File: src/rtl/sb_config_loader.sv
// sb_config_loader: serializes config words LSB-first onto the switchbox chain and captures the old chain contents word-by-word
module sb_config_loader #(
    parameter int WORD_W    = 32,
    parameter int CHAIN_LEN = 128,
    parameter int CNT_W     = $clog2(CHAIN_LEN + 1)
) (
    input  logic              clk,
    input  logic              rst,
    input  logic              start,
    input  logic              abort,
    input  logic [WORD_W-1:0] in_data,
    input  logic              in_valid,
    output logic              in_ready,
    output logic              cfg_en,
    output logic              cfg_dout,
    input  logic              cfg_din,
    output logic              busy,
    output logic              done,
    output logic [WORD_W-1:0] rb_data,
    output logic              rb_valid
);
    localparam int WI = (WORD_W > 1) ? $clog2(WORD_W) : 1;

    typedef enum logic [1:0] {IDLE, WAIT, SHIFT, DONE} state_t;

    state_t            state;
    state_t            state_next;
    logic [WORD_W-1:0] sbuf;
    logic [WORD_W-1:0] rb_cap;
    logic [WORD_W-1:0] rb_next;
    logic [CNT_W-1:0]  bit_cnt;
    logic [WI-1:0]     widx;
    logic              word_end;
    logic              last_bit;
    logic              shifting;
    logic              accept;

    // Handshake, chain drive and boundary decode; abort masks shifting and acceptance immediately
    always_comb begin
        word_end = widx == WI'(WORD_W - 1);
        last_bit = bit_cnt == CNT_W'(CHAIN_LEN - 1);
        shifting = state == SHIFT && !abort;
        in_ready = !abort && (state == WAIT || (state == SHIFT && word_end && !last_bit));
        accept   = in_ready && in_valid;
        cfg_en   = shifting;
        cfg_dout = state == SHIFT ? sbuf[0] : 1'b0;
        busy     = state != IDLE;
        rb_next  = rb_cap;
        rb_next[widx] = cfg_din;
    end

    // Next-state logic; abort overrides every transition
    always_comb begin
        state_next = state;
        case (state)
            IDLE:    state_next = start ? WAIT : IDLE;
            WAIT:    state_next = accept ? SHIFT : WAIT;
            SHIFT:   state_next = last_bit ? DONE : (word_end && !in_valid) ? WAIT : SHIFT;
            default: state_next = IDLE;
        endcase
        if (abort)
            state_next = IDLE;
    end

    // State register
    always_ff @(posedge clk) begin
        if (rst)
            state <= IDLE;
        else
            state <= state_next;
    end

    // Shift buffer, counters, tail capture and completion pulses
    always_ff @(posedge clk) begin
        if (rst) begin
            sbuf     <= '0;
            rb_cap   <= '0;
            rb_data  <= '0;
            bit_cnt  <= '0;
            widx     <= '0;
            done     <= 1'b0;
            rb_valid <= 1'b0;
        end else begin
            done     <= shifting && last_bit;
            rb_valid <= shifting && (word_end || last_bit);
            if (shifting && (word_end || last_bit))
                rb_data <= rb_next;
            if (state == IDLE && start && !abort)
                bit_cnt <= '0;
            else if (shifting)
                bit_cnt <= bit_cnt + 1'b1;
            if (accept) begin
                sbuf   <= in_data;
                widx   <= '0;
                rb_cap <= '0;
            end else if (shifting) begin
                sbuf   <= sbuf >> 1;
                widx   <= widx + 1'b1;
                rb_cap <= rb_next;
            end
        end
    end
endmodule
File: config.mk
export PLATFORM = sky130hd
export DESIGN_NAME = sb_config_loader
export DESIGN_NICKNAME = d
export VERILOG_FILES = /design/src/rtl/sb_config_loader.sv
export SDC_FILE = /design/constraint.sdc
export NUM_CORES = 1
export LEC_CHECK = 0
export CAP_MARGIN = 20
export CORE_MARGIN = 10
export CORE_UTILIZATION = 51
export DETAILED_ROUTE_END_ITERATION = 7
export PLACE_DENSITY = 0.77
export SLEW_MARGIN = 5
export SYNTH_ARGS = -nofsm -noshare
export SYNTH_HDL_FRONTEND = slang
export SYNTH_SLANG_ARGS = --single-unit
File: constraint.sdc
create_clock -name clk -period 3.2 [get_ports clk]
set_input_delay 0.48 -clock clk [delete_from_list [all_inputs] [get_ports clk]]
set_output_delay 0.48 -clock clk [all_outputs]
set_load 0.05 [all_outputs]
==> impl_summary.txt <==
----------------------------------------------------
[Placed design]
  Detailed placement HPWL ... 8.87 mm
  Number of buffer cells added on primary ports ... between 70 and 80
  Placed Cells ... 766
  Pre-CTS setup slack ... 360 ps
  Final weighted congestion in routability-driven placement ... 0.830

[Setup path]
  Count of cells along the worst register-to-register path ... 5
  Kind of critical path ... reg -> out
  Type of destination of the critical path ... output port
  Reg-to-reg setup timing slack ... slightly above 600 ps
  Sort of element at the start of the critical path ... flop
  Arrival time worst endpoint ... approximately 2300 ps
  Reg-to-Reg End ... rb_cap[27]
  R2R Path Start ... bit_cnt[0]
  Required time of the worst setup path ... about 2700 ps
  Worst Path Max Fanout ... 10

[Power]
  Logic gate share of total power ... 4.2%
  Fraction of power spent switching nets ... 22.3%
  Total internal power ... 2.69 mW
  Static leakage ... 2.18 nW
  Switching pwr ... 772 uW
  IR Drop Worst-Case VDD ... 0.000280 V
  Proportion of power drawn by the clock network ... 54.5%
  Total power draw ... 3.46 mW
  Fraction of power consumed by sequential logic ... between 40% and 50%
  Power per standard cell area ... just over 500 nW/um^2

[Synth]
  Netlist cell types ... 44
  Post-synthesis instance area ... 5380 um^2
  Post-Synthesis Cells ... 594
  Synth area leader ... sky130_fd_sc_hd__dfxtp_1
  Top flip-flop cell by instance count after synthesis ... sky130_fd_sc_hd__dfxtp_1
  Async set-or-reset flop fraction in the synthesized netlist ... 0%
  Number of flops mapped to enable cells by yosys ... 0
  Area share of the largest cell type after synthesis ... a little over two fifths
  Cells taking the most area after synthesis ... sky130_fd_sc_hd__dfxtp_1 (42%), sky130_fd_sc_hd__a311oi_2 (8.4%), sky130_fd_sc_hd__a21oi_1 (6.3%)
  Mean post-synth cell area ... 9.06 um^2
  Yosys Warn Count ... 0
  Nets in the synthesized netlist ... ~640
  Flop and latch count out of synthesis ... roughly 110
  Sequential share of the synthesized area ... 42.0%

[Routing]
  Final routed wirelength across all metal layers ... about 14 mm
  Via count normalized by instance count ... 5.86
  Via total after detailed routing ... 4676
  Pre-antenna DRT Iters ... 7
  DR WL/cell ... 17.5 um
  Detailed Route Iter0 Violations ... 370
  Remaining routing DRC violations ... 0
  Post-route ant nets ... 0

[Global routing]
  GRT overflow ... 0
  Initial antenna violation count ... 0
  GRT Total Usage ... between 10% and 20%
  First-pass GRT wire length ... between 20 and 25 mm
  Maximum number of pins on one net before global-route repair ... between 60 and 70
  Via count of the first global-routing pass ... 4589

[Timing]
  Slew @ Worst Pin ... about 1100 ps
  Hold Vio Cnt, Final ... 0
  Tmin final ... ~2800 ps
  Number of setup violations in the final report ... 0
  Min setup slack post-route ... 402 ps
  Final clock period utilization by the worst path ... 87.4%
  Setup clock skew after layout ... 13.7 ps
  Max-slew violation count ... 0
  Worst slew slack as a fraction of its limit ... 29.5%
  Total negative slack for setup checks ... 0 ps
  RSZ-0062 raised after global routing ... false
  Highest Clock Rate ... 357 MHz

[Floorplan]
  Die footprint ... 15100 um^2
  Floorplan die width ... between 100 and 150 um
  Number of I/O pins ... 76
  Die height ... 123 um
  Row Count ... 37
  Area inside the core boundary ... ~10000 um^2
  Starting density of the core ... between 50 and 60%

[CTS]
  Cts repair resizes ... 0
  Buffer cell driving the clock tree root ... sky130_fd_sc_hd__clkbuf_8
  Skew-Pair Late Insertion Delay ... 520 ps
  Number of H-tree levels ... 4
  Clock tree buffer depth ... 2
  TritonCTS clock tree ... built
  CTS Sinks ... 113
  CTS Hold Bufs ... 0
  Total CTS buffers ... 17
  Post-CTS clock slew at the launch and capture registers of the worst setup and hold paths ... ~60 ps
  Post-CTS Repair Setup Buffers ... 0

[Hold path]
  End of the worst hold path ... sbuf[31]
  Number of cells on the worst hold path ... 3
  Start point of the worst hold path ... rst
  Type of the tightest min-delay check ... in -> reg

[Layout]
  Number of diodes added for antenna fixing ... 0
  Post-layout instance count excluding filler cells ... 798
  Util after Layout ... 65.1%
  Post-layout net count ... approximately 690
  Share of cells above drive strength 1 ... 13.7%
  Signed area change from the synthesized netlist to the final layout ... 24.9%

[Run status]
  Outcome ... finished clean

[Run]
  Max-capacitance violation count ... 0

----------------------------------------------------
how the worst max path moves through the flow:
stage | slack (ps) | start | cells past startpoint | end
6_report | 400 | state[1] | 3 | cfg_dout
5_1_grt | 340 | state[1] | 3 | cfg_dout
4_1_cts | 400 | state[1] | 3 | cfg_dout
3_5_place_dp | 360 | abort | 6 | sbuf[2]
3_3_place_gp | 480 | abort | 6 | sbuf[19]
2_1_floorplan | 750 | widx[0] | 6 | in_ready
power groups by stage:
stage               Combinational [mW]  Sequential (mW)  Clock [mW]
global route                     0.158             1.43        1.96
CTS                              0.146             1.43        1.89
global placement                 0.141             1.46           0
detailed placement               0.146             1.46           0
finish                           0.147             1.43        1.89
floorplan                       0.0829             1.45           0
Yosys cell counts (2+ instances only):
master	instances
sky130_fd_sc_hd__o21ai_0	19
sky130_fd_sc_hd__nand2_1	80
sky130_fd_sc_hd__nor2_1	47
sky130_fd_sc_hd__buf_1	2
sky130_fd_sc_hd__nand2b_1	7
sky130_fd_sc_hd__a21oi_1	68
sky130_fd_sc_hd__mux2i_1	32
sky130_fd_sc_hd__nand4_1	20
sky130_fd_sc_hd__nor3_1	2
sky130_fd_sc_hd__buf_4	3
sky130_fd_sc_hd__inv_1	6
sky130_fd_sc_hd__nor2b_1	6
sky130_fd_sc_hd__ha_1	6
sky130_fd_sc_hd__nor2_8	4
sky130_fd_sc_hd__xnor2_1	5
sky130_fd_sc_hd__xor2_1	5
sky130_fd_sc_hd__dfxtp_1	113
sky130_fd_sc_hd__clkbuf_1	19
sky130_fd_sc_hd__nand3_1	17
sky130_fd_sc_hd__and2_1	3
sky130_fd_sc_hd__a311oi_2	30
sky130_fd_sc_hd__buf_2	22
sky130_fd_sc_hd__o21ai_1	19
sky130_fd_sc_hd__o2bb2ai_1	32
sky130_fd_sc_hd__or2_1	4
sky130_fd_sc_hd__buf_6	5
flip-flops by register name, summed over array words and instances, names as in the netlist:
name and count:
state 2, rb_cap 32, sbuf 32, bit_cnt 8
widx 5, rb_valid 1, rb_data 32, done 1
cells by family (layout without fill, tap and decap cells):
family	after synthesis	count (layout)	synth area share, %
xor+xnor	10	10	1.63
buf+inv	59	127	5.76
compound gates	175	175	24.8
simple gates	199	199	18.4
flops	113	113	42.0
mux	32	32	5.95
fa+ha+maj	6	6	1.39
placed cells by master, fill, tap and decap left out, types with 14 or more instances in the layout:
master / instances
sky130_fd_sc_hd__a21oi_1: 68
sky130_fd_sc_hd__a311oi_2: 30
sky130_fd_sc_hd__buf_4: 14
sky130_fd_sc_hd__clkbuf_16: 16
sky130_fd_sc_hd__clkdlybuf4s50_1: 71
sky130_fd_sc_hd__dfxtp_1: 113
sky130_fd_sc_hd__mux2i_1: 32
sky130_fd_sc_hd__nand2_1: 80
sky130_fd_sc_hd__nand3_1: 17
sky130_fd_sc_hd__nand4_1: 20
sky130_fd_sc_hd__nor2_1: 47
sky130_fd_sc_hd__o21ai_0: 19
sky130_fd_sc_hd__o21ai_1: 18
sky130_fd_sc_hd__o2bb2ai_1: 32
final cells by class:
type                    count  area (um^2)
fillers                   809         3600
multi-input cells         422         2830
flip-flops and latches    113         2260
repair buffers             88          846
clock buffers              19          432
well taps                 136          170
clock inverters            13          160
inverters                   7         27.5
stage by stage:
step	hold WS, ps	area [um^2]
final	444	6730
after global routing	470	6730
after CTS	433	6730
after detailed placement	447	6130
after global placement	443	6130
after floorplan	453	5380
critical path, cell delays in order (launching register included):
cell and delay (ps):
sky130_fd_sc_hd__dfxtp_1 480, sky130_fd_sc_hd__nor2b_1 340, sky130_fd_sc_hd__and2_1 180, sky130_fd_sc_hd__clkdlybuf4s50_1 800
layer usage:
layer	share of wire, %	routed length [um]	GRT usage, %	vias up
li1	-	-	-	2254
met1	42	5860	21.9	2237
met2	49	6850	32.2	161
met3	7.2	1000	5.10	24
met4	1.6	224	6.48	0
met5	0	0	0	-
(Power assumes the default switching activity.)
